==> src/rtl/i2c_pkg.sv <==
// Shared I2C definitions: target FSM state encoding and ACK/NACK bus levels.
package i2c_pkg;
  typedef enum logic [2:0] {
    ST_IDLE, ST_ADDR, ST_ADDR_ACK, ST_RX, ST_RX_ACK, ST_TX, ST_TX_ACK, ST_WAIT_STOP
  } i2c_state_e;

  localparam logic I2C_ACK  = 1'b0;
  localparam logic I2C_NACK = 1'b1;
endpackage

==> src/rtl/i2c_slv_sync_filt.sv <==
// Two-flop synchronizer + FILT_LEN-sample glitch filter with rise/fall strobes.
// Filtered level follows the pad 2+FILT_LEN clocks later; strobes align with it.
module i2c_slv_sync_filt #(
  parameter int FILT_LEN = 3
) (
  input  logic clk,
  input  logic rst_n,
  input  logic din,
  output logic lvl,
  output logic rise,
  output logic fall
);
  // sh[0] is the metastability stage; sh[FILT_LEN:1] is the filter window.
  logic [FILT_LEN:0] sh;

  always_ff @(posedge clk or negedge rst_n) begin
    if (!rst_n) begin
      sh   <= '1;
      lvl  <= 1'b1;
      rise <= 1'b0;
      fall <= 1'b0;
    end else begin
      sh   <= {sh[FILT_LEN-1:0], din};
      rise <= 1'b0;
      fall <= 1'b0;
      if ((&sh[FILT_LEN:1]) && !lvl) begin
        lvl  <= 1'b1;
        rise <= 1'b1;
      end else if (!(|sh[FILT_LEN:1]) && lvl) begin
        lvl  <= 1'b0;
        fall <= 1'b1;
      end
    end
  end
endmodule

==> src/rtl/i2c_slave_ctrl.sv <==
// I2C target controller: START/STOP detect, address match, byte RX/TX with ACK.
// Define I2C_SLV_GEN_CALL_EN to also accept the general-call write address 8'h00.
module i2c_slave_ctrl
  import i2c_pkg::*;
#(
  parameter logic [6:0] SLV_ADDR = 7'h42,
  parameter int         FILT_LEN = 3
) (
  input  logic       clk,
  input  logic       rst_n,
  input  logic       scl_i,
  input  logic       sda_i,
  output logic       sda_oe,
  output logic [7:0] rx_data,
  output logic       rx_valid,
  input  logic       rx_ready,
  output logic       tx_req,
  input  logic [7:0] tx_data,
  output logic       busy,
  output logic       stop_det
);
`ifdef I2C_SLV_GEN_CALL_EN
  localparam logic GC_EN = 1'b1;
`else
  localparam logic GC_EN = 1'b0;
`endif

  logic scl, scl_rise, scl_fall;
  logic sda, sda_rise, sda_fall;

  i2c_slv_sync_filt #(.FILT_LEN(FILT_LEN)) u_scl (
    .clk(clk), .rst_n(rst_n), .din(scl_i), .lvl(scl), .rise(scl_rise), .fall(scl_fall));
  i2c_slv_sync_filt #(.FILT_LEN(FILT_LEN)) u_sda (
    .clk(clk), .rst_n(rst_n), .din(sda_i), .lvl(sda), .rise(sda_rise), .fall(sda_fall));

  i2c_state_e state;
  logic [2:0] bit_cnt;
  logic [7:0] shift;
  logic       rw;
  logic       ack_half;   // ACK slot: driving/ACK sampled, waiting for the closing fall
  logic       tx_load;    // tx_data is sampled the cycle after tx_req

  logic       start_c, stop_c, addr_hit;
  logic [7:0] byte_in;

  assign start_c  = sda_fall && scl;
  assign stop_c   = sda_rise && scl;
  assign byte_in  = {shift[6:0], sda};
  assign addr_hit = (byte_in[7:1] == SLV_ADDR) || (GC_EN && byte_in == 8'h00);

  always_ff @(posedge clk or negedge rst_n) begin
    if (!rst_n) begin
      state    <= ST_IDLE;
      bit_cnt  <= '0;
      shift    <= '0;
      rw       <= 1'b0;
      ack_half <= 1'b0;
      tx_load  <= 1'b0;
      sda_oe   <= 1'b0;
      rx_data  <= '0;
      rx_valid <= 1'b0;
      tx_req   <= 1'b0;
      busy     <= 1'b0;
      stop_det <= 1'b0;
    end else begin
      rx_valid <= 1'b0;
      tx_req   <= 1'b0;
      stop_det <= 1'b0;
      tx_load  <= tx_req;
      if (stop_c) begin
        state    <= ST_IDLE;
        sda_oe   <= 1'b0;
        busy     <= 1'b0;
        stop_det <= 1'b1;
        ack_half <= 1'b0;
      end else if (start_c) begin
        state    <= ST_ADDR;
        bit_cnt  <= '0;
        sda_oe   <= 1'b0;
        ack_half <= 1'b0;
      end else begin
        if (tx_load) begin
          // Re-entry from TX_ACK already passed its driving fall, so drive bit 7 now.
          if (state == ST_TX) begin
            shift  <= {tx_data[6:0], 1'b0};
            sda_oe <= ~tx_data[7];
          end else begin
            shift  <= tx_data;
          end
        end
        unique case (state)
          ST_IDLE, ST_WAIT_STOP: sda_oe <= 1'b0;
          ST_ADDR: if (scl_rise) begin
            shift   <= byte_in;
            bit_cnt <= bit_cnt + 3'd1;
            if (bit_cnt == 3'd7) begin
              if (addr_hit && !(byte_in == 8'h00 && sda)) begin
                state    <= ST_ADDR_ACK;
                busy     <= 1'b1;
                rw       <= sda;
                ack_half <= 1'b0;
              end else begin
                state <= ST_WAIT_STOP;
                busy  <= 1'b0;
              end
            end
          end
          ST_ADDR_ACK, ST_RX_ACK: if (scl_fall) begin
            if (!ack_half) begin
              sda_oe   <= 1'b1;
              ack_half <= 1'b1;
              if (state == ST_ADDR_ACK && rw) tx_req <= 1'b1;
            end else begin
              ack_half <= 1'b0;
              bit_cnt  <= '0;
              if (state == ST_ADDR_ACK && rw) begin
                state  <= ST_TX;
                sda_oe <= ~shift[7];
                shift  <= {shift[6:0], 1'b0};
              end else begin
                state  <= ST_RX;
                sda_oe <= 1'b0;
              end
            end
          end
          ST_RX: if (scl_rise) begin
            shift   <= byte_in;
            bit_cnt <= bit_cnt + 3'd1;
            if (bit_cnt == 3'd7) begin
              rx_data <= byte_in;
              if (rx_ready) begin
                rx_valid <= 1'b1;
                state    <= ST_RX_ACK;
                ack_half <= 1'b0;
              end else begin
                state <= ST_WAIT_STOP;
                busy  <= 1'b0;
              end
            end
          end
          ST_TX: begin
            if (scl_rise) bit_cnt <= bit_cnt + 3'd1;
            if (scl_fall) begin
              if (bit_cnt == 3'd0) begin
                sda_oe   <= 1'b0;
                state    <= ST_TX_ACK;
                ack_half <= 1'b0;
              end else begin
                sda_oe <= ~shift[7];
                shift  <= {shift[6:0], 1'b0};
              end
            end
          end
          ST_TX_ACK: begin
            if (scl_rise) begin
              if (sda == I2C_ACK) begin
                ack_half <= 1'b1;
              end else begin
                state <= ST_WAIT_STOP;
                busy  <= 1'b0;
              end
            end else if (scl_fall && ack_half) begin
              ack_half <= 1'b0;
              tx_req   <= 1'b1;
              bit_cnt  <= '0;
              state    <= ST_TX;
            end
          end
          default: state <= ST_IDLE;
        endcase
      end
    end
  end
endmodule

==> config.mk <==
export PLATFORM = sky130hd
export DESIGN_NAME = i2c_slave_ctrl
export DESIGN_NICKNAME = d
export VERILOG_FILES = /design/src/rtl/i2c_pkg.sv /design/src/rtl/i2c_slv_sync_filt.sv /design/src/rtl/i2c_slave_ctrl.sv
export SDC_FILE = /design/constraint.sdc
export NUM_CORES = 1
export LEC_CHECK = 0
export BUFFER_PORTS_ARGS = -buffer_cell sky130_fd_sc_hd__buf_2
export CORE_AREA = 2 2 55 95
export DETAILED_ROUTE_END_ITERATION = 16
export DIE_AREA = 0 0 57 97
export PLACE_DENSITY = 0.73
export REMOVE_ABC_BUFFERS = 1
export SYNTH_ARGS = -nofsm -noshare
export SYNTH_HDL_FRONTEND = slang
export SYNTH_SLANG_ARGS = --single-unit
==> constraint.sdc <==
create_clock -name clk -period 1.8 [get_ports clk]
set_clock_uncertainty 0.05 [all_clocks]
set_input_delay 0.18 -clock clk [delete_from_list [all_inputs] [get_ports clk]]
set_output_delay 0.18 -clock clk [all_outputs]
set_load 0.01 [all_outputs]
==> flow_summary.toml, run 1 <==
[outcome]
status = "finished, violations left"
violations = "setup timing"

[drt]
vias = 2239
routedWlPerCell_um = 18.82
wl_mm = 6.757
ant_nets = 0
dr.pass1.iters = 5
drt-vias-per-instance = 6.237
drt_iter0_drc = 79
remaining_drc_errors = 0

[yosys]
ys_seq_area_share_pct = 46.38
synth.avg_cell_area_um2 = 10.39
synthTopCellsByArea = "dfrtp_1, dfstp_2, mux2i_1, mux2_4, nand2_1"
ys_top_cells_by_count = "dfrtp_1, nand2_1, o21ai_0"
synth-edff-count = 0
synthDistinctLibCells = 59
synth_ff_type = "dfrtp_1"
yosys_warnings = 0
netlist_area_um2 = 2401
synth_top_cell_area_share_pct = 35.44
async_flop_share_pct = 100.0
netlist_instances = 231
synth_seq_cells = 44
synth.largest_area_cell = "dfrtp_1"
yosysMostFrequentCell = "dfrtp_1"

[layout]
num-fill-cells = 379
final_core_util_pct = 68.39
drive_gt1_share_pct = 45.93
area_growth_pct = 34.08
final_nets = 322
antennaDiodeCount = 0

[sta]
finalSetupTns_ns = -0.2660
setup_viol = 12
period_needed_ns = 1.876
slew-limit-headroom_pct = 63.75
hold_viol_final = 0
tightest_slew_ns = 0.5438
max_freq_ghz = 0.5330
period_share_pct = 104.2
whs_ns = 0.07028
maxSlewViolCount = 0
rsz0062_at_grt = "yes"
layout_setup_ws_ns = -0.07635

[pwr]
comb_power_share_pct = 50.6
power_frac_seq_pct = 31.5
p_sw_share_pct = 38.19
power_uw = 4419
p_leak_uw = 0.001546
ir_worst_vdd_mv = 1.092
p_sw_uw = 1687
power_density_nw_per_um2 = 1373
pwr-share-clk_pct = 17.9
internal_power_uw = 2732

[setup_path]
rr_endpoint = "state[0]$_DFFE_PN0P_"
start_kind = "flip-flop"
max_stage_delay_ns = 0.42
criticalPathCategory = "flip-flop to flip-flop"
cp.arrival_ns = 2.07
worst_setup_path_end_kind = "flip-flop"
r2r_cells = 8
cp_cell_sequence = "buf_4 -> buf_4 -> a21oi_1 -> a311oi_1 -> o32ai_2 -> buf_4 -> a211o_1 -> nand2_1"
rr_startpoint = "state[2]$_DFFE_PN0P_"
rrSetupSlack_ns = -0.08
crit_slowest_cell = "dfrtp_2"
crit_path_frequent_cell = "buf_4"
crit_fanout = 4
required_ns = 2.00

[die]
rows = 33
die_w_um = 57
ios = 26
die-area_um2 = 5529
start_util_pct = 51.01
core_region_area_um2 = 4707
die_h_um = 97

[clock_network]
cts_made_buffers = 5
h-tree-depth = 2
root_buffer = "clkbuf_8"
clk_latency_ns = 0.31
cts_tree = "built"
clkTransAtPathRegs_ns = 0.09
cts_max_path_buffers = 2
clock_sinks = 44

[place]
dpl.hpwl_mm = 4.784
gp_congestion = 0.9525
port-buffer-count = 25
pre_cts_slack_ns = -0.1030

[global_routing]
grt_pass1_wl_mm = 10.78
grt_overflow = 0
grt_max_degree = 24
grt_use_total_pct = 25.36
antenna_found_initial = 0
grt_pass1_vias = 2245

[worst_hold_path]
hold_path_class = "input port to flip-flop"
holdPathStages = 3
min_to = "rx_valid$_DFF_PN0_"
min_from = "rx_ready"

[run]
max_cap_violations = 0
through the flow:
stage,cell area [um^2],std cells
after floorplan,2306,218
after global placement,2846,340
after detailed placement,2846,340
after CTS,3131,357
after global routing,3219,359
final,3219,359
registers in the layout, summed over array words and instances (netlist names), 3 cells and up:
name and count:
bit_cnt 3, rx_data 8, shift 8, state 3, u_scl.sh 4, u_sda.sh 4
critical path, delay by kind of cell, from the launching register on:
family	cells	cell delay [ns]
compound gates	4	0.88
simple gates	1	0.06
flops	1	0.42
buf+inv	3	0.41
worst max-delay path by stage:
stage / to / cells after the start / start / slack [ns]
global route: state[0]$_DFFE_PN0P_ / 8 / state[2]$_DFFE_PN0P_ / -0.33
floorplan: shift[1]$_DFFE_PN0P_ / 4 / state[2]$_DFFE_PN0P_ / -0.21
global placement: shift[3]$_DFFE_PN0P_ / 7 / state[2]$_DFFE_PN0P_ / -0.03
CTS: rx_data[3]$_DFFE_PN0P_ / 6 / bit_cnt[0]$_DFFE_PN0P_ / -0.05
finish: state[0]$_DFFE_PN0P_ / 8 / state[2]$_DFFE_PN0P_ / -0.08
detailed placement: shift[1]$_DFFE_PN0P_ / 7 / bit_cnt[0]$_DFFE_PN0P_ / -0.10
final cells by class:
cell class / count / area, um^2 / area share, %
Multi-Input combinational cell: 163 / 1285 / 39.91
Sequential cell: 44 / 1120 / 34.78
Timing Repair Buffer: 81 / 584.3 / 18.15
Clock buffer: 6 / 82.58 / 2.565
Tap cell: 52 / 65.06 / 2.021
Inverter: 11 / 43.79 / 1.360
Clock inverter: 2 / 38.79 / 1.205
per-layer routing:
metal	track usage [%]	share of wire, %	routed length (um)	vias up
met1	25.20	32	2188	1067
met5	0	0	0	-
met3	5.080	6.0	404	41
met2	44.21	55	3720	127
li1	-	-	-	1004
met4	19.14	6.6	444	0
power by group through the flow:
stage / registers [uW] / logic [uW] / clock network [uW]
floorplan: 1440 / 995 / 0
global placement: 1360 / 1860 / 0
detailed placement: 1370 / 1900 / 0
global route: 1410 / 2400 / 855
finish: 1390 / 2240 / 791
CTS: 1360 / 2100 / 809
cells by family (layout without fill, tap and decap cells):
kind of cell,count (synthesis),after routing,synth area share [%]
adders and majority gates,3,3,1.563
and+or+nand+nor,77,77,17.61
AOI/OAI and AO/OA,64,64,19.59
buffers and inverters,24,100,5.784
DFF,44,44,46.38
muxes,19,19,9.067
timing repair:
| action | in CTS | in global routing |
|---|---|---|
| setup endpoints to repair | 8 | 25 |
| endpoints found under the hold margin | 23 | 0 |
| cloned | 0 | 1 |
| buffers inserted | 6 | 1 |
| pin swaps | 11 | 8 |
| hold buffers | 3 | 0 |
| gates resized for setup | 19 | 23 |
cells in the final DEF (no fill, tap or decap), types with 4 or more instances in the layout:
| cell type | instances |
|---|---|
| buf_4 | 47 |
| dfrtp_1 | 29 |
| buf_2 | 25 |
| nand2_1 | 18 |
| o21ai_0 | 12 |
| nor2_1 | 12 |
| mux2i_1 | 12 |
| a21oi_1 | 11 |
| dfstp_2 | 10 |
| inv_1 | 8 |
| a211o_1 | 8 |
| nor3_1 | 6 |
| mux2_4 | 6 |
| clkbuf_8 | 6 |
| nand2b_1 | 5 |
| and3_1 | 5 |
| dfrtp_2 | 5 |
| buf_6 | 5 |
| nor3_2 | 4 |
| and3_4 | 4 |
No activity file was read; power rests on OpenSTA's default activity.
==> run 2: changes to the inputs <==
- CORE_AREA: 2 2 55 95 -> 2 2 52 91
- DIE_AREA: 0 0 57 97 -> 0 0 54 93
- PLACE_DENSITY: 0.73 -> 0.79
- SYNTH_HIERARCHICAL: not set -> 1
- TNS_END_PERCENT: not set -> 50
- clock period: 1.8 -> 2.2 ns (I/O delays scaled with it)
==> flow_summary.toml, run 2 <==
[clock_network]
clk_latency_ns = 0.30
cts_max_path_buffers = 2
clkTransAtPathRegs_ns = 0.08
h-tree-depth = 2
cts_resized = 0
root_buffer = "clkbuf_8"
cts_made_buffers = 5
cts_setup_buffers = 0
clock_sinks = 44
cts_tree = "built"

[global_routing]
grt_use_total_pct = 26.83
grt_max_degree = 45
antenna_found_initial = 0
grt_pass1_vias = 2073
grt_pass1_wl_mm = 9.846
grt_overflow = 0

[drt]
wl_met3_um = 306
remaining_drc_errors = 0
vias = 2076
routedWlPerCell_um = 18.58
dr_wl_met2_mm = 3.155
drt_iter0_drc = 75
routed.top_layer = "met4"
wl_met1_mm = 2.215
ant_nets = 0
drt-vias-per-instance = 6.447
wl_mm = 5.983
dr.pass1.iters = 5

[yosys]
synth_compound_area_share_pct = 22.74
synth_mux_area_share_pct = 9.384
async_flop_share_pct = 100.0
yosys.area_share.simple_pct = 16.63
synth-xor-area-share_pct = 0
yosysMostFrequentCell = "dfrtp_1"
synth_top_cell_area_share_pct = 33.76
netlist_area_um2 = 2520
synth.avg_cell_area_um2 = 10.72
synth.largest_area_cell = "dfrtp_1"
synthAdderAreaFrac_pct = 1.490
ys_seq_area_share_pct = 44.19
synthDistinctLibCells = 61
synthTopCellsByArea = "dfrtp_1, dfstp_2, mux2_2, a2bb2oi_1, mux2_1"
synth_ff_type = "dfrtp_1"
synth_seq_cells = 44
ys_top_cells_by_count = "dfrtp_1, nand2_1, nor2_1, inv_1, mux2_2"
synth_top_family_by_area = "compound AO/OA/AOI/OAI gates"
netlist_instances = 235
yosys_warnings = 6
synth-edff-count = 0

[setup_path]
crit_path_frequent_cell = "ha_1"
crit_slowest_cell = "dfrtp_1"
endpoint = "state[0]$_DFFE_PN0P_"
crit_fanout = 4
criticalPathCategory = "flip-flop to flip-flop"
cp.arrival_ns = 2.20
crit_buf_inv = 0
rrSetupSlack_ns = 0.13
path_delay_family = "compound AO/OA/AOI/OAI gates"
max_stage_delay_ns = 0.43
r2r_cells = 7
rr_endpoint = "state[0]$_DFFE_PN0P_"
cp.depth = 7
worst_setup_path_end_kind = "flip-flop"
required_ns = 2.34
cp-startpoint = "bit_cnt[0]$_DFFE_PN0P_"
start_kind = "flip-flop"
cp_cell_sequence = "ha_1 -> ha_1 -> nor2b_1 -> o22ai_1 -> a211oi_2 -> a31oi_1 -> mux2_1"
rr_startpoint = "bit_cnt[0]$_DFFE_PN0P_"

[sta]
slew-limit-headroom_pct = 63.08
max_freq_ghz = 0.4835
whs_ns = 0.1567
rsz0062_at_grt = "no"
finalSetupTns_ns = 0
maxSlewViolCount = 0
period_needed_ns = 2.068
layout_setup_ws_ns = 0.1317
hold_viol_final = 0
setup_viol = 0
tightest_slew_ns = 0.5538
period_share_pct = 94.02

[layout]
antennaDiodeCount = 0
reg_top3 = "rx_data (8), shift (8)"
stdcell_count = 322
drive_gt1_share_pct = 32.10
final_common_cell = "dfrtp_1"
mostFrequentLayoutCells = "dfrtp_1, buf_2, nand2_1"
area_growth_pct = 13.60
final_nets = 286

[place]
pre_cts_slack_ns = 0.1645
dp_cells = 311
gp_congestion = 0.9485
dpl.hpwl_mm = 4.313
port-buffer-count = 25

[worst_hold_path]
hold_path_class = "input port to flip-flop"
min_from = "rx_ready"
holdPathStages = 3

[die]
core_region_area_um2 = 4324
die-area_um2 = 5022
ios = 26
die_h_um = 93
start_util_pct = 58.28
die_w_um = 54
rows = 32

[run]
max_cap_violations = 0

[pwr]
ir_worst_vdd_mv = 0.7466
power_density_nw_per_um2 = 1113
power_uw = 3187
p_leak_uw = 0.001296

[outcome]
status = "completed"
run 2: final cells by class:
| class | instances | area [um^2] |
|---|---|---|
| Clock buffer | 6 | 72.57 |
| Clock inverter | 2 | 16.27 |
| Fill cell | 344 | 1461 |
| Inverter | 12 | 45.04 |
| Multi-Input combinational cell | 165 | 1266 |
| Sequential cell | 44 | 1114 |
| Tap cell | 51 | 63.81 |
| Timing Repair Buffer | 42 | 285.3 |
run 2: report_power, final:
group	internal [uW]	switching, uW	leakage, uW
clock	226	281	0.0000414
combinational	697	773	0.000703
sequential	969	242	0.000551
run 2: worst min-delay path by stage:
stage,to
final,rx_valid$_DFF_PN0_
after global routing,rx_valid$_DFF_PN0_
after CTS,rx_valid$_DFF_PN0_
after detailed placement,bit_cnt[2]$_DFFE_PN0P_
after global placement,u_scl/rise$_DFF_PN0_
after floorplan,ack_half$_DFFE_PN0P_
run 2: logic make-up (layout without fill, tap and decap cells):
family                     count (synthesis)  count (layout)
DFF                                       44              44
buffers and inverters                     26              62
muxes                                     21              21
and+or+nand+nor                           68              68
AOI/OAI and AO/OA                         73              73
adders and majority gates                  3               3
run 2: repair_timing:
item | 4_1_cts | 5_1_grt
hold buffers | 3 | 0
setup endpoints to repair | 0 | 0
hold endpoints to repair | 36 | 0
run 2: worst min-delay path, cell delays in order:
cell	delay, ns
buf_2	0.13
inv_1	0.08
nor2_1	0.05
run 2: routing by layer:
metal	vias up	track usage, %
met2	91	43.50
li1	955	-
met4	0	17.92
met1	1003	31.32
met3	27	4.153
met5	-	0
run 2: through the flow:
| step | instance area, um^2 | util, % |
|---|---|---|
| final | 2863 | 66.20 |
| after global routing | 2863 | 66.20 |
| after global placement | 2744 | 63.45 |
| after detailed placement | 2744 | 63.45 |
| after floorplan | 2425 | - |
| after CTS | 2863 | 66.20 |
